`src/rtl/replay_buffer_fsm.sv`:
```
// Replay buffer controller: packet write loop, ACK forward, NAK/timeout replay loop.
// Define FSM_BUSY_TIMEOUT_EN to bound the busy wait in S4/S5 to 255 cycles.
module replay_buffer_fsm (
    input  logic        clk,
    input  logic        reset,
    input  logic        busy_n,
    input  logic        we_i,
    input  logic        to_i,
    input  logic [1:0]  acknak_i,
    input  logic        rdy_i,
    input  logic [11:0] seq,
    input  logic [11:0] num_to_rep,
    output logic        rst,
    output logic        we_o,
    output logic        to_o,
    output logic        rdy_o,
    output logic        busy_n_o,
    output logic        rep,
    output logic [1:0]  acknak_o,
    output logic [3:0]  crc_num,
    output logic [11:0] count
);

    typedef enum logic [3:0] {S0, S1, S2, S2W, S3, S4, S5, S4RA, S4RB} state_t;

    state_t      state_q, state_d;
    logic [11:0] count_q, count_d;
    logic [11:0] count_to_q, count_to_d;
    logic [11:0] rep_cnt_q, rep_cnt_d;
    logic [3:0]  crc_q, crc_d;
    logic        nak_q, nak_d;
    logic        rst_q, we_q, we_d, to_q, to_d, rep_q, rep_d, bn_q, bn_d, rdy_q;
    logic [1:0]  ak_q, ak_d;
`ifdef FSM_BUSY_TIMEOUT_EN
    logic [7:0]  wait_q, wait_d;
`endif

    always_comb begin
        state_d    = state_q;
        count_d    = count_q;
        count_to_d = count_to_q;
        rep_cnt_d  = rep_cnt_q;
        crc_d      = crc_q;
        nak_d      = nak_q;
        case (state_q)
            S0: state_d = S1;
            S1: begin
                count_d = '0;
                if (we_i) begin
                    state_d = S2;
                end else if (acknak_i == 2'b10) begin
                    state_d    = S4;
                    nak_d      = 1'b1;
                    count_to_d = num_to_rep - seq;
                end else if (to_i) begin
                    state_d    = S4;
                    nak_d      = 1'b0;
                    count_to_d = num_to_rep - seq;
                end else if (acknak_i == 2'b01) begin
                    state_d = S3;
                end
            end
            S2:  state_d = S2W;
            S2W: begin
                count_d = count_q + 12'd1;
                state_d = (count_q + 12'd1 == 12'd10) ? S1 : S2;
            end
            S3: state_d = S1;
            S4: if (!busy_n) state_d = S5;
            S5: begin
                if (busy_n) begin
                    if (count_to_q == '0) begin
                        state_d = S1;
                    end else begin
                        state_d   = S4RA;
                        rep_cnt_d = '0;
                        count_d   = '0;
                    end
                end
            end
            S4RA: state_d = S4RB;
            S4RB: begin
                rep_cnt_d = rep_cnt_q + 12'd1;
                if (rep_cnt_q + 12'd1 == count_to_q) begin
                    state_d = S1;
                end else begin
                    state_d = S4RA;
                    count_d = rep_cnt_q + 12'd1;
                end
            end
            default: state_d = S0;
        endcase
`ifdef FSM_BUSY_TIMEOUT_EN
        wait_d = '0;
        if (state_q == S4 || state_q == S5) begin
            wait_d = wait_q + 8'd1;
            if (wait_q == 8'd254) state_d = S1;
        end
`endif
        // Outputs are decoded from the next state so they line up with the state register.
        we_d = (state_d == S2);
        if (state_d == S2) crc_d = count_d[3:0];
        rep_d = (state_d == S4RA);
        ak_d  = (state_d == S3) ? 2'b01 : ((state_d == S4 && nak_d) ? 2'b10 : 2'b00);
        to_d  = (state_d == S4) && !nak_d;
        bn_d  = (state_d == S4 || state_d == S5) ? busy_n : 1'b1;
    end

    always_ff @(posedge clk) begin
        if (reset) begin
            state_q    <= S0;
            count_q    <= '0;
            count_to_q <= '0;
            rep_cnt_q  <= '0;
            crc_q      <= '0;
            nak_q      <= 1'b0;
            rst_q      <= 1'b1;
            we_q       <= 1'b0;
            to_q       <= 1'b0;
            rep_q      <= 1'b0;
            bn_q       <= 1'b1;
            ak_q       <= '0;
            rdy_q      <= 1'b0;
`ifdef FSM_BUSY_TIMEOUT_EN
            wait_q     <= '0;
`endif
        end else begin
            state_q    <= state_d;
            count_q    <= count_d;
            count_to_q <= count_to_d;
            rep_cnt_q  <= rep_cnt_d;
            crc_q      <= crc_d;
            nak_q      <= nak_d;
            rst_q      <= (state_d == S0);
            we_q       <= we_d;
            to_q       <= to_d;
            rep_q      <= rep_d;
            bn_q       <= bn_d;
            ak_q       <= ak_d;
            rdy_q      <= rdy_i;
`ifdef FSM_BUSY_TIMEOUT_EN
            wait_q     <= wait_d;
`endif
        end
    end

    assign rst      = rst_q;
    assign we_o     = we_q;
    assign to_o     = to_q;
    assign rdy_o    = rdy_q;
    assign busy_n_o = bn_q;
    assign rep      = rep_q;
    assign acknak_o = ak_q;
    assign crc_num  = crc_q;
    assign count    = count_q;

endmodule

```
`config.mk`:
```
export PLATFORM = sky130hd
export DESIGN_NAME = replay_buffer_fsm
export DESIGN_NICKNAME = d
export VERILOG_FILES = /design/src/rtl/replay_buffer_fsm.sv
export SDC_FILE = /design/constraint.sdc
export NUM_CORES = 1
export LEC_CHECK = 0
export CAP_MARGIN = 20
export CORE_ASPECT_RATIO = 1.2
export CORE_MARGIN = 8
export CORE_UTILIZATION = 34
export DETAILED_ROUTE_END_ITERATION = 8
export PLACE_DENSITY = 0.54
export SYNTH_ARGS = -nofsm -noshare
export SYNTH_HDL_FRONTEND = slang
export SYNTH_SLANG_ARGS = --single-unit
```
`constraint.sdc`:
```
create_clock -name clk -period 3.2 [get_ports clk]
set_input_delay 0.64 -clock clk [delete_from_list [all_inputs] [get_ports clk]]
set_output_delay 0.64 -clock clk [all_outputs]
set_load 0.01 [all_outputs]
```
Word-level counts from Yosys, hierarchy flattened
Cells that the tools add are included.
{"block": "word_totals", "romBits": 0, "latchBits": 0, "ram_bits": 0, "register_bits": 53, "n_memories": 0, "input_bits": 32}
{"block": "classes", "bitwise": 2, "mul": 0, "reduce_logical": 16, "muxes": 25, "add_sub_neg": 3, "eq_ne": 20, "div": 0, "shift": 0, "order_cmp": 0}
{"op": "12-bit two-way mux", "count": 7}
{"op": "12-bit one-hot mux with 4 select lines", "count": 1}
{"op": "4-bit by 3-bit equality test with 1-bit output, second input constant", "count": 8}
{"op": "4-bit one-hot mux with 8 select lines", "count": 1}
{"op": "12-bit by 1-bit adder with 12-bit output, second input constant", "count": 2}
{"op": "4-bit two-way mux", "count": 6}
{"op": "12-bit one-hot mux with 2 select lines", "count": 1}
{"op": "12-bit equality test", "count": 1}
{"op": "12-bit by 4-bit equality test with 1-bit output, second input constant", "count": 1}
{"op": "4-bit by 2-bit equality test with 1-bit output, second input constant", "count": 3}
{"op": "12-bit zero test", "count": 1}
{"op": "12-bit subtractor", "count": 1}
{"op": "4-bit zero test", "count": 2}
{"op": "3-bit two-way mux", "count": 2}
{"op": "2-bit inequality test, second input constant", "count": 3}
{"op": "3-bit AND reduction", "count": 2}
{"op": "2-bit OR reduction", "count": 3}
{"op": "1-bit two-way mux", "count": 5}
{"op": "4-bit by 1-bit equality test with 1-bit output, second input constant", "count": 1}
{"op": "4-bit equality test, second input constant", "count": 1}
{"op": "2-bit two-way mux", "count": 2}
{"op": "4-bit AND reduction", "count": 1}
{"op": "2-bit nonzero test", "count": 2}
{"op": "4-bit nonzero test", "count": 1}
{"op": "6 further kinds", "count": 8}

Logic depth before layout (Yosys ltp)
{"block": "depth", "depth_word": 10, "depth_mapped": 11, "depth_no_buf": 11}

Worst setup path before layout
Ideal clock, no wire load.
{"block": "synth_path", "path_kind": "register to register", "from": "register count_q[0] (netlist: count[0])", "to": "register bn_q (netlist: busy_n_o)", "arrival_ns": 2.796, "t_required_ns": 3.080, "path_stages_with_launch": 10, "setup_ns": 0.120, "path_slack_ns": 0.284, "path_buffers": 0, "path_cell_list": "dfxtp_1 -> ha_1 -> and4_4 -> and2_1 -> or4_1 -> a31o_1 -> o41a_1 -> or2_1 -> or3_1 -> a211o_1"}
{"block": "synth_between", "elab_chain_cells": 8, "elab_cells_between_ends": 9, "cone_classes": "add/sub (1); eq/ne (3); mux (2); bitwise (1); reduce/logical (2)"}
{"item": "from (decl)", "line": "27", "rtl": "logic [11:0] count_q, count_d;"}
{"item": "from (signal assigned)", "line": "129", "rtl": "count_q <= count_d;"}
{"item": "12-bit by 1-bit adder with 12-bit output (*)", "line": "66", "rtl": "state_d = (count_q + 12'd1 == 12'd10) ? S1 : S2;"}
{"item": "12-bit by 4-bit equality test with 1-bit output (*)", "line": "66"}
{"item": "2-bit two-way mux (*)", "line": "66"}
{"item": "4-bit one-hot mux with 8 select lines (*)", "line": "45", "rtl": "case (state_q)"}
{"item": "4-bit by 3-bit equality test with 1-bit output", "line": "106", "rtl": "bn_d = (state_d == S4 || state_d == S5) ? busy_n : 1'b1;"}
{"item": "1-bit logical OR (*)", "line": "106"}
{"item": "1-bit NOT (no line) (*)"}
{"item": "2-bit OR reduction (no line) (*)"}
{"item": "to (signal assigned)", "line": "138", "rtl": "bn_q <= bn_d;"}
{"item": "to (decl)", "line": "32", "rtl": "logic rst_q, we_q, we_d, to_q, to_d, rep_q, rep_d, bn_q, bn_d, rdy_q;"}
Every way passes the cells marked *; elsewhere a longest branch is shown, timed or not.
A chain may end at the register's enable or synchronous reset.

Worst setup path after layout
Same ends and word-level chain as after synthesis.

==> reports/metrics.cfg <==
[timing]
fin_crit_ps=2990
slew_headroom_pct=61.4
setup_viol=0
max_slew.worst_pin.slew_ps=576
fin_skew_ps=11.1
max_freq_mhz=335
hold_viol=0
fin_crit_sh_pct=93.3
holdWs_ps=480
drv_slew=0
rsz0062_at_grt=false

[routing]
dr.pass1.iters=4
wire_per_inst_um=15.3
drt_iter0_markers=160
drcViolationCount=0
num_vias=3636
routed_wl_um=10400
ant_nets=0
viasPerCell=5.38

[synthesis]
synth_ff_type=dfxtp_1
synth_top_family_by_area=simple AND/OR/NAND/NOR gates
synth_mux_area_share_pct=1.39
synthDistinctLibCells=67
syn_nets=532
ys_seq_area_share_pct=28.7
syn_avg_cell_area_um2=7.61
synth-edff-count=0
synth-xor-area-share_pct=7.36
async_flop_share_pct=0
synth_area_mm2=0.00369
synthCells=485
synth_compound_area_share_pct=20.8
synth_adder_area_share_pct=5.29
yosys.area_share.simple_pct=29.8
ys_warn_count=0
synth-seq-cells=53

[floorplanning]
initial_core_util_pct=34.9
rows=41
core_area_mm2=0.0106
io_pins=56
die_area_mm2=0.0145
die_width_um=111
fp.dieH_um=130

[pwr]
p_leak_nw=1.78
peakVddDrop_uv=190
pwr_density_cell_mw_per_mm2=327
power_mw=1.50

[global_route]
grt-ovfl-total=0
grt_max_degree=44
grt_pass1_wl_um=17600
grt_pass1_vias=3607
grt_util_all_layers_pct=14.5
antenna_found_initial=0

[cells_and_area]
drive_above_1_share_pct=9.51
seq_area_mm2=0.00106
syn_to_final_growth_pct=24.8
fillers=1091
design.final.nets=595
multi_input_area_mm2=0.00239
antenna_cells=0

[outcome]
outcome=complete, no violations

[critical_path]
startpoint_type=register
critPathSlowestCell=or4_1
cp_max_fo=7
critPathKind=reg -> reg
arrival_ps=3170
cp_cell_sequence=ha_1, and4_4, and2_1, or4_1, a31o_1, o41a_1, or2_1, or3_1, a211o_1
cp-end-kind=register
crit_family=simple AND/OR/NAND/NOR gates
critPathRequiredTime_ps=3390
cp_num_buf_inv=0
max_stage_delay_ps=400

[job]
cap_violations=0

[clock_tree]
cts_setup_buffers=0
clk_latency_ps=300
cts_sinks=53
postCtsHoldBufs=0
root_buffer=clkbuf_16
clk_pin_slew_worst_paths_ps=60
cts.path.max_buffers=2
cts_tree=built
cts_buffers=5
htreeDepth=2

[placement]
dp_hpwl_um=7950
place.gp.congestion=0.889
io_buffers=55

[min_path]
hold_class=reg -> reg

## cell type report
cell class / instances / share of cell area, %
Multi-Input combinational cell: 377 / 51.9
Sequential cell: 53 / 23.0
Timing Repair Buffer: 83 / 16.5
Tap cell: 129 / 3.50
Clock buffer: 5 / 2.72
Inverter: 28 / 2.28
Clock inverter: 1 / 0.109
## kinds of logic after synthesis
| family | count (synthesis) |
|---|---|
| adders and majority gates | 15 |
| buffers and inverters | 55 |
| DFF | 53 |
| and+or+nand+nor | 207 |
| AOI/OAI and AO/OA | 119 |
| muxes | 5 |
| xor gates and xnor gates | 31 |
## worst reg2reg max path: stages (launching register included)
cell     delay (ps)
dfxtp_1         320
ha_1            270
and4_4          210
and2_1          180
or4_1           400
a31o_1          230
o41a_1          390
or2_1           270
or3_1           320
a211o_1         290
## through the flow
| stage | instance area [um^2] | TNS (ps) | utilization [%] | instances | worst slack, ps |
|---|---|---|---|---|---|
| final | 4610 | 0 | 43.6 | 676 | 215 |
| after global routing | 4610 | 0 | 43.6 | 676 | 66.3 |
| after CTS | 4600 | 0 | 43.6 | 676 | 180 |
| after detailed placement | 4470 | -84.7 | 42.3 | 670 | -84.7 |
| after global placement | 4470 | -63.6 | 42.3 | 670 | -63.6 |
| after floorplan | 3690 | 0 | - | 485 | 284 |
## cell usage in the layout, fill, tap and decap left out, types with 7 or more instances in the layout
| cell | instances |
|---|---|
| nand3_1 | 16 |
| nor3_1 | 15 |
| nor4_1 | 9 |
| inv_1 | 27 |
| o21ai_0 | 26 |
| buf_4 | 28 |
| and3_1 | 9 |
| nor2_1 | 56 |
| or3_1 | 8 |
| xnor2_1 | 17 |
| nand2_1 | 42 |
| nand2b_1 | 7 |
| xor2_1 | 14 |
| a21oi_1 | 34 |
| clkdlybuf4s50_1 | 55 |
| ha_1 | 14 |
| dfxtp_1 | 53 |
## state kept, by name, indices dropped and copies added, names as in the netlist
signal	count
to_o	1
state_q	4
busy_n_o	1
rdy_o	1
rep	1
rst	1
nak_q	1
acknak_o	2
crc_num	4
count	12
we_o	1
count_to_q	12
rep_cnt_q	12
## power by group
part           leakage (nW)  switching [mW]  internal [mW]
Sequential            0.429          0.0233          0.677
Clock                0.0655           0.244          0.281
Combinational          1.29           0.141          0.139
## timing repair
item	CTS	global route
setup endpoints to repair	0	9
hold endpoints to repair	0	0
resized for setup	0	2
## synthesized netlist by cell type, types with 4 or more instances
library cell  number  area, um^2
nand2b_1           7        43.8
clkbuf_1          17        63.8
nand3b_1           5        37.5
ha_1              14         175
and3_1             9        56.3
mux2i_1            4        40.0
a21boi_0           4        30.0
o22ai_1            4        25.0
nand3_1           16        80.1
o31ai_1            5        37.5
o21ai_0           27         135
or3_1              8        50.1
dfxtp_1           53        1060
a31oi_1            5        31.3
inv_1             27         101
xnor2_1           17         149
nor2b_1            6        37.5
xor2_1            14         123
nor4_1             9        56.3
a211oi_1           5        37.5
nand4_1            6        37.5
buf_4              5        37.5
nor2_1            56         210
nor3b_1            5        37.5
nand2_1           42         158
a22oi_1            5        37.5
nor3_1            15        75.1
a21oi_1           35         175
## layer usage
metal	vias up	wire length, um	global-route usage, %
li1	1864	-	-
met1	1668	4790	17.7
met2	92	5000	24.9
met3	12	394	2.57
met4	0	188	5.42
met5	-	0	0
## path summary, 6_finish.rpt
| path | cells after the start | slack [ps] | startpoint | end |
|---|---|---|---|---|
| worst max-delay path | 9 | 210 | count[0]$_SDFF_PP0_ | busy_n_o$_SDFF_PP1_ |
| worst min-delay path | 2 | 480 | crc_num[0]$_SDFFE_PP0P_ | crc_num[0]$_SDFFE_PP0P_ |
| worst max register to register | 9 | 210 | count[0]$_SDFF_PP0_ | busy_n_o$_SDFF_PP1_ |
| worst min register to register | 2 | 480 | crc_num[0]$_SDFFE_PP0P_ | crc_num[0]$_SDFFE_PP0P_ |
No activity file was read; power rests on OpenSTA's default activity.
